[config.mk]
export PLATFORM = sky130hd
export DESIGN_NAME = clk_div_meter_flat
export DESIGN_NICKNAME = d
export VERILOG_FILES = /design/src/rtl/clk_div_meter_pkg.sv /design/src/rtl/clk_div_meter_if.sv /design/src/rtl/clk_div_meter_sync_edge.sv /design/src/rtl/clk_div_meter.sv /design/src/flat_wrapper.sv
export SDC_FILE = /design/constraint.sdc
export NUM_CORES = 1
export LEC_CHECK = 0
export CORE_MARGIN = 2
export CORE_UTILIZATION = 40
export DETAILED_ROUTE_END_ITERATION = 16
export PLACE_DENSITY = 0.64
export SYNTH_ARGS = -nofsm -noshare
export SYNTH_HDL_FRONTEND = slang
export SYNTH_SLANG_ARGS = --single-unit
[constraint.sdc]
create_clock -name i_Clk -period 2.6 [get_ports i_Clk]
set_input_delay 0.39 -clock i_Clk [delete_from_list [all_inputs] [get_ports i_Clk]]
set_output_delay 0.39 -clock i_Clk [all_outputs]
set_load 0.02 [all_outputs]
[src/rtl/clk_div_meter_pkg.sv]
// Shared definitions for the clock divider readback meter: FSM state encoding
// and the default no-edge timeout.
package clk_div_meter_pkg;

    typedef enum logic [1:0] {
        ARM  = 2'd0,
        HIGH = 2'd1,
        LOW  = 2'd2
    } meter_state_e;

    localparam logic [31:0] DEFAULT_TIMEOUT = 32'd1000000;

endpackage

[src/rtl/clk_div_meter_if.sv]
// Measurement bus between the clock under test / expected ratio and the meter
// results. The meter uses the slave view; whoever drives the clock uses master.
interface clk_div_meter_if #(
    parameter int WIDE = 32
);
    logic            i_Meas;
    logic [WIDE-1:0] i_Div;
    logic [WIDE-1:0] o_Period;
    logic [WIDE-1:0] o_High;
    logic            o_Valid;
    logic            o_Match;
    logic            o_Timeout;

    modport master (
        output i_Meas,
        output i_Div,
        input  o_Period,
        input  o_High,
        input  o_Valid,
        input  o_Match,
        input  o_Timeout
    );

    modport slave (
        input  i_Meas,
        input  i_Div,
        output o_Period,
        output o_High,
        output o_Valid,
        output o_Match,
        output o_Timeout
    );

endinterface

[src/rtl/clk_div_meter_sync_edge.sv]
// Two-flop synchronizer for an asynchronous slow clock, plus one more flop so
// rising and falling edges can be detected cleanly in the system clock domain.
module sync_edge (
    input  logic clk,
    input  logic rst,
    input  logic din,
    output logic rise,
    output logic fall
);

    logic s1_q, s1_d;
    logic s2_q, s2_d;
    logic s3_q, s3_d;

    always_comb begin
        s1_d = din;
        s2_d = s1_q;
        s3_d = s2_q;
    end

    always_ff @(posedge clk) begin
        if (rst) begin
            s1_q <= 1'b0;
            s2_q <= 1'b0;
            s3_q <= 1'b0;
        end else begin
            s1_q <= s1_d;
            s2_q <= s2_d;
            s3_q <= s3_d;
        end
    end

    assign rise = s2_q & ~s3_q;
    assign fall = ~s2_q & s3_q;

endmodule

[src/rtl/clk_div_meter.sv]
// Reads back a divided clock: measures rise-to-rise period and rise-to-fall
// high time in system clock cycles and compares the period to the expected ratio.
module clk_div_meter
    import clk_div_meter_pkg::*;
#(
    parameter int              WIDE    = 32,
    parameter logic [WIDE-1:0] TIMEOUT = WIDE'(DEFAULT_TIMEOUT)
) (
    input  logic           i_Clk,
    input  logic           i_Rst,
    clk_div_meter_if.slave bus
);

    localparam logic [WIDE-1:0] ONE = WIDE'(1);

    logic rise;
    logic fall;

    meter_state_e    state_q,   state_d;
    logic [WIDE-1:0] per_cnt_q, per_cnt_d;
    logic [WIDE-1:0] hi_cnt_q,  hi_cnt_d;
    logic [WIDE-1:0] hi_lat_q,  hi_lat_d;
    logic [WIDE-1:0] period_q,  period_d;
    logic [WIDE-1:0] high_q,    high_d;
    logic            valid_q,   valid_d;
    logic            match_q,   match_d;
    logic            timeout_q, timeout_d;

    sync_edge u_sync_edge (
        .clk  (i_Clk),
        .rst  (i_Rst),
        .din  (bus.i_Meas),
        .rise (rise),
        .fall (fall)
    );

    always_comb begin
        state_d   = state_q;
        per_cnt_d = per_cnt_q;
        hi_cnt_d  = hi_cnt_q;
        hi_lat_d  = hi_lat_q;
        period_d  = period_q;
        high_d    = high_q;
        valid_d   = 1'b0;
        match_d   = match_q;
        timeout_d = timeout_q;

        // Both counters restart on every rise; the high counter only runs while high.
        if (rise) begin
            per_cnt_d = ONE;
            hi_cnt_d  = ONE;
        end else begin
            if (per_cnt_q != TIMEOUT) begin
                per_cnt_d = per_cnt_q + ONE;
            end
            if ((state_q == HIGH) && !fall && (hi_cnt_q != TIMEOUT)) begin
                hi_cnt_d = hi_cnt_q + ONE;
            end
        end

        unique case (state_q)
            ARM: begin
                if (rise) begin
                    state_d = HIGH;
                end
            end
            HIGH, LOW: begin
                if (rise) begin
                    state_d   = HIGH;
                    period_d  = per_cnt_q;
                    high_d    = hi_lat_q;
                    valid_d   = 1'b1;
                    match_d   = (per_cnt_q == bus.i_Div) && (bus.i_Div != ONE);
                    timeout_d = 1'b0;
                end else if (per_cnt_q == TIMEOUT) begin
                    state_d   = ARM;
                    timeout_d = 1'b1;
                end else if ((state_q == HIGH) && fall) begin
                    state_d  = LOW;
                    hi_lat_d = hi_cnt_q;
                end
            end
            default: begin
                state_d = ARM;
            end
        endcase
    end

    always_ff @(posedge i_Clk) begin
        if (i_Rst) begin
            state_q   <= ARM;
            per_cnt_q <= '0;
            hi_cnt_q  <= '0;
            hi_lat_q  <= '0;
            period_q  <= '0;
            high_q    <= '0;
            valid_q   <= 1'b0;
            match_q   <= 1'b0;
            timeout_q <= 1'b0;
        end else begin
            state_q   <= state_d;
            per_cnt_q <= per_cnt_d;
            hi_cnt_q  <= hi_cnt_d;
            hi_lat_q  <= hi_lat_d;
            period_q  <= period_d;
            high_q    <= high_d;
            valid_q   <= valid_d;
            match_q   <= match_d;
            timeout_q <= timeout_d;
        end
    end

    assign bus.o_Period  = period_q;
    assign bus.o_High    = high_q;
    assign bus.o_Valid   = valid_q;
    assign bus.o_Match   = match_q;
    assign bus.o_Timeout = timeout_q;

endmodule

[src/flat_wrapper.sv]
// flat-port wrapper written by rule: the top's interface ports become plain ports
module clk_div_meter_flat import clk_div_meter_pkg::*;
#(
    parameter int              WIDE    = 32,
    parameter logic [WIDE-1:0] TIMEOUT = WIDE'(DEFAULT_TIMEOUT)
)
  (i_Clk, i_Rst, bus_i_Meas, bus_i_Div, bus_o_Period, bus_o_High, bus_o_Valid, bus_o_Match, bus_o_Timeout);
  clk_div_meter_if #(.WIDE(WIDE)) bus_i ();
  input  logic i_Clk;
  input  logic i_Rst;
  input wire logic [$bits(bus_i.i_Meas)-1:0] bus_i_Meas;
  input wire logic [$bits(bus_i.i_Div)-1:0] bus_i_Div;
  output wire logic [$bits(bus_i.o_Period)-1:0] bus_o_Period;
  output wire logic [$bits(bus_i.o_High)-1:0] bus_o_High;
  output wire logic [$bits(bus_i.o_Valid)-1:0] bus_o_Valid;
  output wire logic [$bits(bus_i.o_Match)-1:0] bus_o_Match;
  output wire logic [$bits(bus_i.o_Timeout)-1:0] bus_o_Timeout;
  assign bus_i.i_Meas = bus_i_Meas;
  assign bus_i.i_Div = bus_i_Div;
  assign bus_o_Period = bus_i.o_Period;
  assign bus_o_High = bus_i.o_High;
  assign bus_o_Valid = bus_i.o_Valid;
  assign bus_o_Match = bus_i.o_Match;
  assign bus_o_Timeout = bus_i.o_Timeout;
  clk_div_meter #(.WIDE(WIDE), .TIMEOUT(TIMEOUT)) u_core (.i_Clk(i_Clk), .i_Rst(i_Rst), .bus(bus_i));
endmodule
==> results.tsv, run 1 <==
metric	value	unit
status	completed	
slew_violations	0	
netlist_area	7300	sq um
syn_nets	910	
synth_xor_area_share	8.76	%
power_density	613	nW/um^2
dr.pass1.iters	4	
fmax	462	MHz
die_area	19400	sq um
synth_top_family_by_area	simple AND/OR/NAND/NOR gates	
htree_levels	4	
setup_viol	0	
yosys_warnings	0	
clock-sinks	168	
synthTopCellsByArea	dfxtp_1, nand2_1, a21oi_1	
clockBufferDepth	2	
wl_per_cell	14.9	um
final_common_cell	dfxtp_1	
pre_cts_ws	0.458	ns
stdcell_count	1185	
synth-simple-area-share	25.9	%
via_per_inst	5.20	
synth_ff_type	dfxtp_1	
syn_to_final_growth	25.3	%
grt_first_pass_wirelength	29.7	mm
pin_count	102	
hold_buffers	0	
synth_top_area_cell	dfxtp_1	
cts_resized	0	
clockRootBuffer	clkbuf_16	
cts_tree	yes	
numCtsBuffers	17	
first_global_vias	5999	
dp_hpwl	12.0	mm
tightest_slew	0.617	ns
ant_nets	0	
clkLatencyLatePin	0.43	ns
rsz0062_at_grt	no	
drv_cap	0	
fin_util	50.9	%
worst-setup-path-type	reg2reg	
p_int	0.00444	W
power_switching	0.00117	W
fin_nets	985	
drt-initial-drc-count	480	
switching_share	20.9	%
synth_compound_area_share	8.89	%
hold_violations	0	
die_h	139	um
place_inst	1153	
end_kind	flip-flop	
avgSynthCellArea	8.41	sq um
start_util	40.6	%
ir_drop	480	uV
core	18000	sq um
seq_power_share	46.2	%
pwr-share-clk	49.9	%
fin_crit_sh	83.3	%
routed_wl	17.7	mm
synth_top_area_share	46.1	%
grt_overflow	0	
synthDistinctLibCells	44	
slew-limit-headroom	58.8	%
layout_common_cells	dfxtp_1, nand2_1, clkdlybuf4s50_1, a21oi_1, nor2_1	
leakagePower	3.19	nW
synth-seq-cells	168	
setup_ws	0.434	ns
skew	0.00886	ns
cp.required	2.92	ns
grt_antenna_before_repair	0	
synth-seq-area-share	46.1	%
die_w	139	um
portBuffers	101	
via_count	6166	
async_flop_share	0	%
critical_path_arrival	2.48	ns
track_usage	18.7	%
tns	0	ns
gp_congestion	0.816	
crit_fanout	12	
clk_pin_slew	0.07	ns
post_cts_buffers	0	
synth-adder-area-share	1.20	%
pwr-share-comb	3.8	%
fin_crit	2.17	ns
startpoint_type	flip-flop	
fp-row-count	49	
hp-class	in2reg	
grt_start_max_net_pins	69	
antenna_cells	0	
synthMuxAreaShare	4.52	%
drive_gt1_share	6.17	%
netlist_instances	868	
synth-edff-count	0	
drc_errors	0	
## power groups by stage
stage / sequential, W / clock (W) / combinational, W
after floorplan: 0.00265 / 0 / 0.000110
after global placement: 0.00265 / 0 / 0.000216
after detailed placement: 0.00265 / 0 / 0.000214
after CTS: 0.00259 / 0.00286 / 0.000216
after global routing: 0.00259 / 0.00297 / 0.000235
final: 0.00259 / 0.00280 / 0.000215
## routing by layer
metal	track usage [%]	wire (um)
met1	24.6	8010
met2	29.6	8230
met3	3.90	1010
met4	8.35	410
met5	0	0
## metrics by stage
stage               instance area [sq um]  power (W)  hold WS [ns]
floorplan                            7300    0.00276         0.414
global placement                     8490    0.00287         0.443
detailed placement                   8490    0.00287         0.445
CTS                                  9150    0.00567         0.385
global route                         9150    0.00580         0.405
finish                               9150    0.00561         0.399
## cell families after synthesis
kind of cell,Yosys count
compound gates,119
xor+xnor,73
fa+ha+maj,7
buf+inv,78
flops,168
mux,33
simple gates,390
## worst paths after layout
check                      start                    end  slack [ns]  cells past startpoint
max          u_core.per_cnt_q[1]   u_core.per_cnt_q[24]        0.43                      6
min                        i_Rst    u_core.hi_lat_q[30]        0.40                      2
max reg2reg  u_core.per_cnt_q[1]   u_core.per_cnt_q[24]        0.43                      6
min reg2reg  u_core.hi_lat_q[29]  u_core.bus.o_High[29]        0.45                      2
## Yosys cell counts, types with 16 or more instances
cell / number
o21ai_0: 16
nand3_1: 24
inv_1: 19
nand4_1: 19
nor3_1: 16
clkbuf_1: 38
dfxtp_1: 168
nor2_1: 80
a21oi_1: 89
mux2i_1: 33
nand2_1: 156
xnor2_1: 50
nor4_1: 26
xor2_1: 23
## sequential cells by signal, summed over array words and instances (netlist names)
name                     flops
u_core.bus.o_High           32
u_core.bus.o_Match           1
u_core.bus.o_Period         32
u_core.bus.o_Timeout         1
u_core.bus.o_Valid           1
u_core.hi_cnt_q             32
u_core.hi_lat_q             32
u_core.per_cnt_q            32
u_core.state_q               2
u_core.u_sync_edge.s1_q      1
u_core.u_sync_edge.s2_q      1
u_core.u_sync_edge.s3_q      1
## critical path, cell delays in order, from the launching register on
cell and delay [ns]:
dfxtp_1 0.44, ha_1 0.24, and4_1 0.27, nand3_1 0.40
nor4_1 0.49, xnor2_1 0.16, nor2_1 0.05
## area by class of cell
| class | instances | area, sq um |
|---|---|---|
| clock buffer | 22 | 464 |
| clock inverter | 10 | 191 |
| fill | 1713 | 8820 |
| inverter | 19 | 71.3 |
| multi-input combinational | 622 | 3610 |
| sequential | 168 | 3360 |
| tap | 229 | 287 |
| timing repair buffer | 115 | 1160 |
Note: power is estimated with default switching activity, not from simulation.
==> run 2: changes to the inputs <==
==> constraint.sdc (replaced) <==
create_clock -name i_Clk -period 2.3 [get_ports i_Clk]
set_input_delay 0.345 -clock i_Clk [delete_from_list [all_inputs] [get_ports i_Clk]]
set_output_delay 0.345 -clock i_Clk [all_outputs]
set_load 0.02 [all_outputs]
==> results.tsv, run 2 (synthesis gave the netlist of run 1 again) <==
metric	value	unit	change
via_count	6220		was 6166
clock-sinks	168		unchanged
dr.pass1.iters	8		was 4
first_global_vias	5970		was 5999
layout_common_cells	dfxtp_1, nand2_1, clkdlybuf4s50_1, a21oi_1, nor2_1		unchanged
final_common_cell	dfxtp_1		unchanged
min_from	i_Rst		unchanged
p_int	0.00494	W	was 0.00444 W
cp_slowest_cell	dfxtp_1		was nor4_1
multi_input_area	3610	sq um	unchanged
drt-initial-drc-count	438		was 480
die_w	139	um	unchanged
wl_per_cell	14.8	um	was 14.9 um
drive_gt1_share	8.76	%	was 6.17%
htree_levels	4		unchanged
grt_overflow	0		unchanged
path_cells	inv_1 > ha_1 > and4bb_2 > nand4_1 > o2111ai_4 > buf_12 > or3_1 > a31oi_1		was ha_1 > and4_1 > nand3_1 > nor4_1 > xnor2_1 > nor2_1
drv_cap	0		unchanged
tightest_slew	0.569	ns	was 0.617 ns
dp_hpwl	12.8	mm	was 12.0 mm
fillerInstances	1693		was 1713
regToRegStartpoint	u_core.per_cnt_q[1]		unchanged
track_usage	18.6	%	was 18.7%
gp_congestion	0.873		was 0.816
fin_nets	1011		was 985
start_util	40.6	%	unchanged
clockRootBuffer	clkbuf_16		unchanged
numCtsBuffers	17		unchanged
routed_wl	17.9	mm	was 17.7 mm
fmax	488	MHz	was 462 MHz
seq_power_share	46.9	%	was 46.2%
antenna_cells	0		unchanged
leakagePower	3.33	nW	was 3.19 nW
hp-class	in2reg		unchanged
fin_crit	2.05	ns	was 2.17 ns
core	18000	sq um	unchanged
fp-row-count	49		unchanged
holdPathStages	2		unchanged
grt_start_max_net_pins	43		was 69
crit_fanout	16		was 12
slew_violations	0		unchanged
grt_first_pass_wirelength	29.6	mm	was 29.7 mm
hold_buffers	0		unchanged
worst-setup-path-type	reg2reg		unchanged
die_h	139	um	unchanged
post_cts_buffers	0		unchanged
switching_share	21.0	%	was 20.9%
pwr-share-comb	4.0	%	was 3.8%
via_per_inst	5.14		was 5.20
hold_violations	0		unchanged
skew	0.00807	ns	was 0.00886 ns
drc_errors	0		unchanged
status	completed		unchanged
slew-limit-headroom	62.0	%	was 58.8%
ff2ff_setup_slack	0.25	ns	was 0.43 ns
min_delay_worst_endpoint	u_core.bus.o_High[3]		was u_core.hi_lat_q[30]
power_switching	0.00131	W	was 0.00117 W
pwr-share-clk	49.1	%	was 49.9%
max_stage_delay	0.45	ns	was 0.49 ns
cts_resized	0		unchanged
power_density	670	nW/um^2	was 613 nW/um^2
end_kind	flip-flop		unchanged
ir_drop	518	uV	was 480 uV
clkLatencyLatePin	0.43	ns	about the same
cp.required	2.66	ns	was 2.92 ns
portBuffers	101		unchanged
syn_to_final_growth	27.8	%	was 25.3%
setup_viol	0		unchanged
cts_tree	yes		unchanged
register_area	3360	sq um	unchanged
startpoint_type	flip-flop		unchanged
fin_crit_sh	89.1	%	was 83.3%
tns	0	ns	unchanged
rsz0062_at_grt	no		unchanged
rr_endpoint	u_core.state_q[1]		was u_core.per_cnt_q[24]
ant_nets	0		unchanged
pin_count	102		unchanged
clk_pin_slew	0.06	ns	was 0.07 ns
die_area	19400	sq um	unchanged
fin_util	51.9	%	was 50.9%
clockBufferDepth	2		unchanged
rr_worst_depth	8		was 6
grt_antenna_before_repair	0		unchanged
critical_path_arrival	2.40	ns	was 2.48 ns
==> run 2: final cells by class <==
type                    count  area share, %
inverters                  19          0.764
flip-flops and latches    168           36.1
repair buffers            141           14.6
multi-input cells         622           38.7
well taps                 229           3.07
clock inverters            10           1.80
clock buffers              22           5.08
==> run 2: worst max-delay path, delay by kind of cell, from the launching register on <==
| family | cells | cell delay (ns) |
|---|---|---|
| DFF | 1 | 0.45 |
| adders and majority gates | 1 | 0.18 |
| buffers and inverters | 2 | 0.28 |
| and+or+nand+nor | 3 | 0.72 |
| AOI/OAI and AO/OA | 2 | 0.34 |
==> run 2: worst max-delay path by stage <==
stage                        start                 endpoint  slack [ns]  cells after the start
3_5_place_dp   u_core.per_cnt_q[1]        u_core.state_q[1]        0.25                      8
2_1_floorplan  u_core.per_cnt_q[0]      u_core.hi_lat_q[10]        0.51                      8
6_report       u_core.per_cnt_q[1]        u_core.state_q[1]        0.25                      8
4_1_cts        u_core.per_cnt_q[1]        u_core.state_q[1]        0.25                      8
3_3_place_gp     u_core.state_q[0]  u_core.bus.o_Period[11]        0.35                      6
5_1_grt         u_core.hi_cnt_q[0]      u_core.hi_cnt_q[16]        0.01                      8
==> run 2: per-stage QoR <==
stage	power [W]	instances	area (sq um)	setup WS (ns)	hold slack, ns
final	0.00625	1211	9330	0.252	0.127
after global routing	0.00645	1211	9330	0.0101	0.125
after CTS	0.00631	1211	9330	0.251	0.113
after detailed placement	0.00324	1179	8690	0.252	0.446
after global placement	0.00324	1179	8690	0.346	0.442
after floorplan	0.00312	868	7300	0.506	0.414
==> run 2: metal layers <==
layer	routed length, um	track usage, %
met1	8270	23.7
met2	8470	30.9
met3	870	4.59
met4	298	6.33
met5	0	0
==> run 2: power groups by stage <==
stage	clock (W)	sequential [W]	combinational, W
after global routing	0.00325	0.00293	0.000271
after detailed placement	0	0.00300	0.000247
final	0.00307	0.00293	0.000249
after floorplan	0	0.00299	0.000124
after CTS	0.00313	0.00293	0.000250
after global placement	0	0.00300	0.000250
